[config.mk]
export PLATFORM = sky130hd
export DESIGN_NAME = pio_key_poll_master_flat
export DESIGN_NICKNAME = d
export VERILOG_FILES = /design/src/rtl/pio_key_poll_master_if.sv /design/src/rtl/pio_key_poll_master.sv /design/src/flat_wrapper.sv
export SDC_FILE = /design/constraint.sdc
export NUM_CORES = 1
export LEC_CHECK = 0
export BUFFER_PORTS_ARGS = -buffer_cell sky130_fd_sc_hd__buf_4
export CORE_MARGIN = 1
export CORE_UTILIZATION = 35
export CTS_CLUSTER_DIAMETER = 50
export DETAILED_ROUTE_END_ITERATION = 10
export PLACE_DENSITY = 0.71
export SLEW_MARGIN = 0
export SYNTH_ARGS = -nofsm -noshare
export SYNTH_HDL_FRONTEND = slang
export SYNTH_SLANG_ARGS = --single-unit
export TNS_END_PERCENT = 5
[constraint.sdc]
create_clock -name clk -period 2.1 [get_ports clk]
set_input_delay 0.315 -clock clk [delete_from_list [all_inputs] [get_ports clk]]
set_output_delay 0.315 -clock clk [all_outputs]
set_load 0.01 [all_outputs]
[src/rtl/pio_key_poll_master_if.sv]
// rtl/pio_key_poll_master_if.sv - Avalon-MM bus between the key poll master and the PIO slave.
interface pio_key_poll_master_if;
    logic [1:0]  avm_address;
    logic        avm_read;
    logic        avm_write;
    logic [31:0] avm_writedata;
    logic        avm_waitrequest;
    logic [31:0] avm_readdata;
    logic        avm_readdatavalid;

    modport master (
        output avm_address,
        output avm_read,
        output avm_write,
        output avm_writedata,
        input  avm_waitrequest,
        input  avm_readdata,
        input  avm_readdatavalid
    );

    modport slave (
        input  avm_address,
        input  avm_read,
        input  avm_write,
        input  avm_writedata,
        output avm_waitrequest,
        output avm_readdata,
        output avm_readdatavalid
    );
endinterface

[src/rtl/pio_key_poll_master.sv]
// rtl/pio_key_poll_master.sv - Avalon-MM master that masks PIO key irqs, then polls and debounces key levels.
module pio_key_poll_master #(
    parameter int KEY_WIDTH        = 2,
    parameter int POLL_CYCLES      = 50000,
    parameter int DEBOUNCE_SAMPLES = 4,
    parameter int TIMEOUT_CYCLES   = 15
) (
    input  logic                     clk,
    input  logic                     reset,
    pio_key_poll_master_if.master    avm,
    output logic [KEY_WIDTH-1:0]     key_level,
    output logic [KEY_WIDTH-1:0]     key_press,
    output logic [KEY_WIDTH-1:0]     key_release,
    output logic                     sample_err,
    output logic                     busy
);

    localparam int POLL_W = (POLL_CYCLES > 2) ? $clog2(POLL_CYCLES) : 1;
    localparam int TMO_W  = (TIMEOUT_CYCLES > 1) ? $clog2(TIMEOUT_CYCLES + 1) : 1;

    localparam logic [POLL_W-1:0] POLL_LOAD = POLL_W'(POLL_CYCLES - 1);
    localparam logic [TMO_W-1:0]  TMO_LAST  = TMO_W'(TIMEOUT_CYCLES - 1);
    localparam logic [3:0]        DB_TH     = 4'(DEBOUNCE_SAMPLES);
    localparam logic [1:0]        ADDR_DATA = 2'd0;
    localparam logic [1:0]        ADDR_MASK = 2'd2;

    typedef enum logic [1:0] {
        ST_INIT_WR,
        ST_IDLE,
        ST_RD_REQ,
        ST_RD_WAIT
    } state_t;

    state_t state_q, state_d;

    logic [POLL_W-1:0]    poll_cnt_q;
    logic [TMO_W-1:0]     tmo_cnt_q;

    logic                 write_q, write_d;
    logic                 read_q, read_d;
    logic [1:0]           addr_q, addr_d;
    logic                 busy_q, busy_d;
    logic                 capture, timeout;

    logic                 samp_vld_q;
    logic [KEY_WIDTH-1:0] samp_q;

    logic [KEY_WIDTH-1:0] cand_q, cand_d;
    logic [3:0]           cnt_q, cnt_d;
    logic [KEY_WIDTH-1:0] level_q, level_d;
    logic [KEY_WIDTH-1:0] press_q, press_d;
    logic [KEY_WIDTH-1:0] rel_q, rel_d;
    logic                 err_q;

    // Only the low key bits of the PIO data word carry information.
    logic                 unused_rd;
    assign unused_rd = ^avm.avm_readdata[31:KEY_WIDTH];

    always_ff @(posedge clk) begin
        if (reset) begin
            state_q <= ST_INIT_WR;
        end else begin
            state_q <= state_d;
        end
    end

    always_comb begin
        state_d = state_q;
        case (state_q)
            ST_INIT_WR: if (!avm.avm_waitrequest) state_d = ST_IDLE;
            ST_IDLE:    if (poll_cnt_q == '0)     state_d = ST_RD_REQ;
            ST_RD_REQ:  if (!avm.avm_waitrequest) state_d = ST_RD_WAIT;
            ST_RD_WAIT: begin
                if (avm.avm_readdatavalid || (tmo_cnt_q == TMO_LAST)) begin
                    state_d = ST_IDLE;
                end
            end
            default:    state_d = ST_INIT_WR;
        endcase
    end

    // Command outputs are registered from the next state so they move on the
    // edge that samples waitrequest low.
    always_comb begin
        write_d = (state_d == ST_INIT_WR);
        read_d  = (state_d == ST_RD_REQ);
        addr_d  = (state_d == ST_INIT_WR) ? ADDR_MASK : ADDR_DATA;
        busy_d  = (state_d != ST_IDLE);
        capture = (state_q == ST_RD_WAIT) && avm.avm_readdatavalid;
        timeout = (state_q == ST_RD_WAIT) && !avm.avm_readdatavalid && (tmo_cnt_q == TMO_LAST);
    end

    always_ff @(posedge clk) begin
        if (reset) begin
            write_q    <= 1'b1;
            read_q     <= 1'b0;
            addr_q     <= ADDR_MASK;
            busy_q     <= 1'b1;
            poll_cnt_q <= POLL_LOAD;
            tmo_cnt_q  <= '0;
            err_q      <= 1'b0;
            samp_vld_q <= 1'b0;
            samp_q     <= '0;
        end else begin
            write_q    <= write_d;
            read_q     <= read_d;
            addr_q     <= addr_d;
            busy_q     <= busy_d;
            // Counter sits at the reload value outside IDLE, so entry starts at POLL_CYCLES-1.
            if (state_q != ST_IDLE) begin
                poll_cnt_q <= POLL_LOAD;
            end else begin
                poll_cnt_q <= poll_cnt_q - 1'b1;
            end
            if (state_q == ST_RD_REQ) begin
                tmo_cnt_q <= '0;
            end else if (state_q == ST_RD_WAIT) begin
                tmo_cnt_q <= tmo_cnt_q + 1'b1;
            end
            if (timeout) begin
                err_q <= 1'b1;
            end
            samp_vld_q <= capture;
            if (capture) begin
                samp_q <= avm.avm_readdata[KEY_WIDTH-1:0];
            end
        end
    end

    // Whole-vector debounce: any bit change restarts the run for all bits.
    always_comb begin
        cand_d  = cand_q;
        cnt_d   = cnt_q;
        level_d = level_q;
        press_d = '0;
        rel_d   = '0;
        if (samp_vld_q) begin
            if (samp_q != cand_q) begin
                cand_d = samp_q;
                cnt_d  = 4'd1;
            end else if (cnt_q != 4'd15) begin
                cnt_d = cnt_q + 4'd1;
            end
            if ((cnt_d >= DB_TH) && (cand_d != level_q)) begin
                level_d = cand_d;
                press_d = cand_d & ~level_q;
                rel_d   = ~cand_d & level_q;
            end
        end
    end

    always_ff @(posedge clk) begin
        if (reset) begin
            cand_q  <= '0;
            cnt_q   <= '0;
            level_q <= '0;
            press_q <= '0;
            rel_q   <= '0;
        end else begin
            cand_q  <= cand_d;
            cnt_q   <= cnt_d;
            level_q <= level_d;
            press_q <= press_d;
            rel_q   <= rel_d;
        end
    end

    assign avm.avm_address   = addr_q;
    assign avm.avm_read      = read_q;
    assign avm.avm_write     = write_q;
    assign avm.avm_writedata = 32'd0;

    assign key_level   = level_q;
    assign key_press   = press_q;
    assign key_release = rel_q;
    assign sample_err  = err_q;
    assign busy        = busy_q;

endmodule

[src/flat_wrapper.sv]
// flat-port wrapper written by rule: the top's interface ports become plain ports
module pio_key_poll_master_flat 
#(
    parameter int KEY_WIDTH        = 2,
    parameter int POLL_CYCLES      = 50000,
    parameter int DEBOUNCE_SAMPLES = 4,
    parameter int TIMEOUT_CYCLES   = 15
)
  (clk, reset, key_level, key_press, key_release, sample_err, busy, avm_avm_address, avm_avm_read, avm_avm_write, avm_avm_writedata, avm_avm_waitrequest, avm_avm_readdata, avm_avm_readdatavalid);
  pio_key_poll_master_if avm_i ();
  input  logic clk;
  input  logic reset;
  output logic [KEY_WIDTH-1:0] key_level;
  output logic [KEY_WIDTH-1:0] key_press;
  output logic [KEY_WIDTH-1:0] key_release;
  output logic sample_err;
  output logic busy;
  output wire logic [$bits(avm_i.avm_address)-1:0] avm_avm_address;
  output wire logic [$bits(avm_i.avm_read)-1:0] avm_avm_read;
  output wire logic [$bits(avm_i.avm_write)-1:0] avm_avm_write;
  output wire logic [$bits(avm_i.avm_writedata)-1:0] avm_avm_writedata;
  input wire logic [$bits(avm_i.avm_waitrequest)-1:0] avm_avm_waitrequest;
  input wire logic [$bits(avm_i.avm_readdata)-1:0] avm_avm_readdata;
  input wire logic [$bits(avm_i.avm_readdatavalid)-1:0] avm_avm_readdatavalid;
  assign avm_avm_address = avm_i.avm_address;
  assign avm_avm_read = avm_i.avm_read;
  assign avm_avm_write = avm_i.avm_write;
  assign avm_avm_writedata = avm_i.avm_writedata;
  assign avm_i.avm_waitrequest = avm_avm_waitrequest;
  assign avm_i.avm_readdata = avm_avm_readdata;
  assign avm_i.avm_readdatavalid = avm_avm_readdatavalid;
  pio_key_poll_master #(.KEY_WIDTH(KEY_WIDTH), .POLL_CYCLES(POLL_CYCLES), .DEBOUNCE_SAMPLES(DEBOUNCE_SAMPLES), .TIMEOUT_CYCLES(TIMEOUT_CYCLES)) u_core (.clk(clk), .reset(reset), .avm(avm_i), .key_level(key_level), .key_press(key_press), .key_release(key_release), .sample_err(sample_err), .busy(busy));
endmodule
==> impl_metrics.ini <==
[power_and_ir_drop]
max-vdd-ir-drop_mv = 0.3313
powerDensity_nw_per_um2 = 620.2
p_leak_nw = 0.9046
power.total_mw = 1.379

[synthesis]
ys_ff_latch = 41
synth_top_family_by_area = simple AND/OR/NAND/NOR gates
synth_compound_area_share_pct = 10.11
synthesis.area_um2 = 2103
ys_seq_area_share_pct = 39.02
synth.distinct_cells = 40
syn_inst = 238
synthAdderAreaFrac_pct = 5.354
avgSynthCellArea_um2 = 8.837
synth-simple-area-share_pct = 21.71
synthXorXnorAreaFrac_pct = 4.164
yosysWarnings = 0
muxShareOfSynthArea_pct = 2.855

[clock_network]
clk_latency_ns = 0.29
postCtsSetupRepairBufs = 0
cts_buffer_depth = 2
cts_tree = yes
cts_made_buffers = 5
clk_pin_slew_worst_paths_ns = 0.08
cts_sinks = 41
htreeDepth = 2
cts_resized = 0
clockRootBuffer = clkbuf_8
cts_hold_buf = 0

[timing]
finClkSkew_ns = 0.01136
holdWs_ns = 0.2543
hold_viol = 0
tns_ns = 0
tightest_slew_ns = 0.6145
setup_viol = 0
max_freq_ghz = 0.5970
slew_violations = 0
max_slew_margin_pct = 58.69
rsz0062_at_grt = false
period_needed_ns = 1.675
fin_ws_ns = 0.4251
finalCritPeriodShare_pct = 79.76

[worst_setup_path]
arrival_ns = 1.87
r2r_start = u_core.poll_cnt_q[8]$_SDFF_PP1_
cpMaxStageDelayCell = or3_1
crit_chain = nor4_2 -> nand3_1 -> or3_1 -> and2_1
worst_path_largest_cell_delay_ns = 0.43
crit_path_end_kind = flip-flop
crit_required_ns = 2.29
worstPathMaxFanout = 5
cp-start-kind = flip-flop
criticalPathCategory = reg2reg
critPathLaunch = u_core.poll_cnt_q[8]$_SDFF_PP1_

[worst_hold_path]
min_from = avm_avm_readdata[0]
hold_class = in2reg

[floorplan]
num_rows = 27
die_y_um = 79.52
start_util_pct = 37.28
core_area_um2 = 5642
pin_count = 80
die_w_um = 79.52
die_area_um2 = 6323

[final_layout]
layout-drive-gt1-share_pct = 12.00
syn2layout_area_growth_pct = 5.711
fin_cells = 322
antennaDiodeCount = 0
fin_util_pct = 39.41
layout_commonest_cell = dfxtp_1
final_cell_mix = 41 x dfxtp_1, 33 x conb_1, 24 x nor2_1
nets = 295
stdcell_area_um2 = 2223

[flow_run]
max_cap_viol_count = 0

[global_routing]
grt-ovfl-total = 0
grt_pass1_wl_um = 5989
grt_pass1_vias = 1344
antenna_found_initial = 0
track_usage_pct = 12.17
grt_max_degree = 29

[route]
wl_per_cell_um = 10.86
wl_um = 3498
ant_nets = 0
vias_per_cell = 4.537
wl_met3_um = 147
top_layer = met4
dr_wl_met2_um = 1751
drc = 0
dr.pass1.iters = 4
routed-via-count = 1461
drtIter0Drc = 40
wl_met1_um = 1571

[placement]
dpl.cell_count = 315
gp_congestion = 0.7497
place_ws_ns = 0.4334
hpwl_um = 2577
port_buffers = 16
placed_area_um2 = 2133

[status]
status = completed
worst max-delay path: cells and delay by family, from the launching register on:
family	cells	cell delay (ns)
and+or+nand+nor	4	1.22
DFF	1	0.36
final timing paths:
kind,slack (ns),end,cells past startpoint
worst max-delay path,0.43,u_core.state_q[0]$_SDFF_PP0_,4
worst min-delay path,0.25,u_core.samp_q[0]$_SDFFE_PP0P_,3
worst max register to register,0.43,u_core.state_q[0]$_SDFF_PP0_,4
worst min register to register,0.44,u_core.poll_cnt_q[0]$_SDFF_PP1_,1
cells by family after synthesis:
logic type | after synthesis
muxes | 6
and+or+nand+nor | 81
adders and majority gates | 9
buffers and inverters | 55
xor gates and xnor gates | 10
other | 1
DFF | 41
AOI/OAI and AO/OA | 35
sequential cells by signal (all words and copies together), names as in the netlist, 2 cells and up:
signal / count
u_core.samp_q: 2
u_core.poll_cnt_q: 16
u_core.key_release: 2
u_core.tmo_cnt_q: 4
u_core.cnt_q: 4
u_core.cand_q: 2
u_core.key_press: 2
u_core.state_q: 2
u_core.key_level: 2
synth_stat cells (all sizes together):
library cell | count | area share, %
nand3 | 9 | 2.1
and2 | 1 | 0.30
o31ai | 2 | 0.71
conb | 1 | 0.18
nor3b | 6 | 2.4
clkbuf | 8 | 1.4
nand3b | 1 | 0.36
o21ai | 9 | 2.1
nor4b | 2 | 1.5
nor3 | 2 | 0.48
o2111ai | 1 | 0.42
o2111a | 1 | 0.54
nand4b | 1 | 0.42
xnor2 | 5 | 2.1
a211oi | 2 | 0.71
a21o | 1 | 0.36
a21boi | 1 | 0.36
ha | 9 | 5.4
dfxtp | 41 | 39
nor2 | 24 | 4.3
nor4 | 3 | 1.5
and3 | 4 | 1.2
nor2b | 1 | 0.30
a41oi | 1 | 0.42
or3 | 4 | 1.2
nand4 | 2 | 0.59
or4 | 2 | 1.1
xor2 | 5 | 2.1
nand2b | 5 | 1.5
inv | 11 | 2.0
a41o | 1 | 0.48
o41ai | 1 | 0.42
buf | 36 | 13
nand2 | 14 | 2.5
mux2i | 6 | 2.9
a21oi | 15 | 3.6
final cells by class:
cell class	instances	area [um^2]
sequential	41	820.8
tap	72	90.09
fill	570	3418
clock inverter	1	7.507
clock buffer	6	82.58
multi-input combinational	174	1054
inverter	11	41.29
timing repair buffer	17	127.6
routing by layer:
| metal | track usage, % | vias up |
|---|---|---|
| li1 | - | 759 |
| met1 | 13.80 | 669 |
| met2 | 21.37 | 30 |
| met3 | 3.314 | 3 |
| met4 | 4.909 | 0 |
| met5 | 0 | - |
where the power goes:
part | leakage (nW) | internal (mW) | switching (mW)
clock | 0.0433 | 0.260 | 0.262
combinational | 0.530 | 0.0193 | 0.0500
sequential | 0.332 | 0.782 | 0.00534
total | 0.905 | 1.06 | 0.318
No activity file was read; power rests on OpenSTA's default activity.
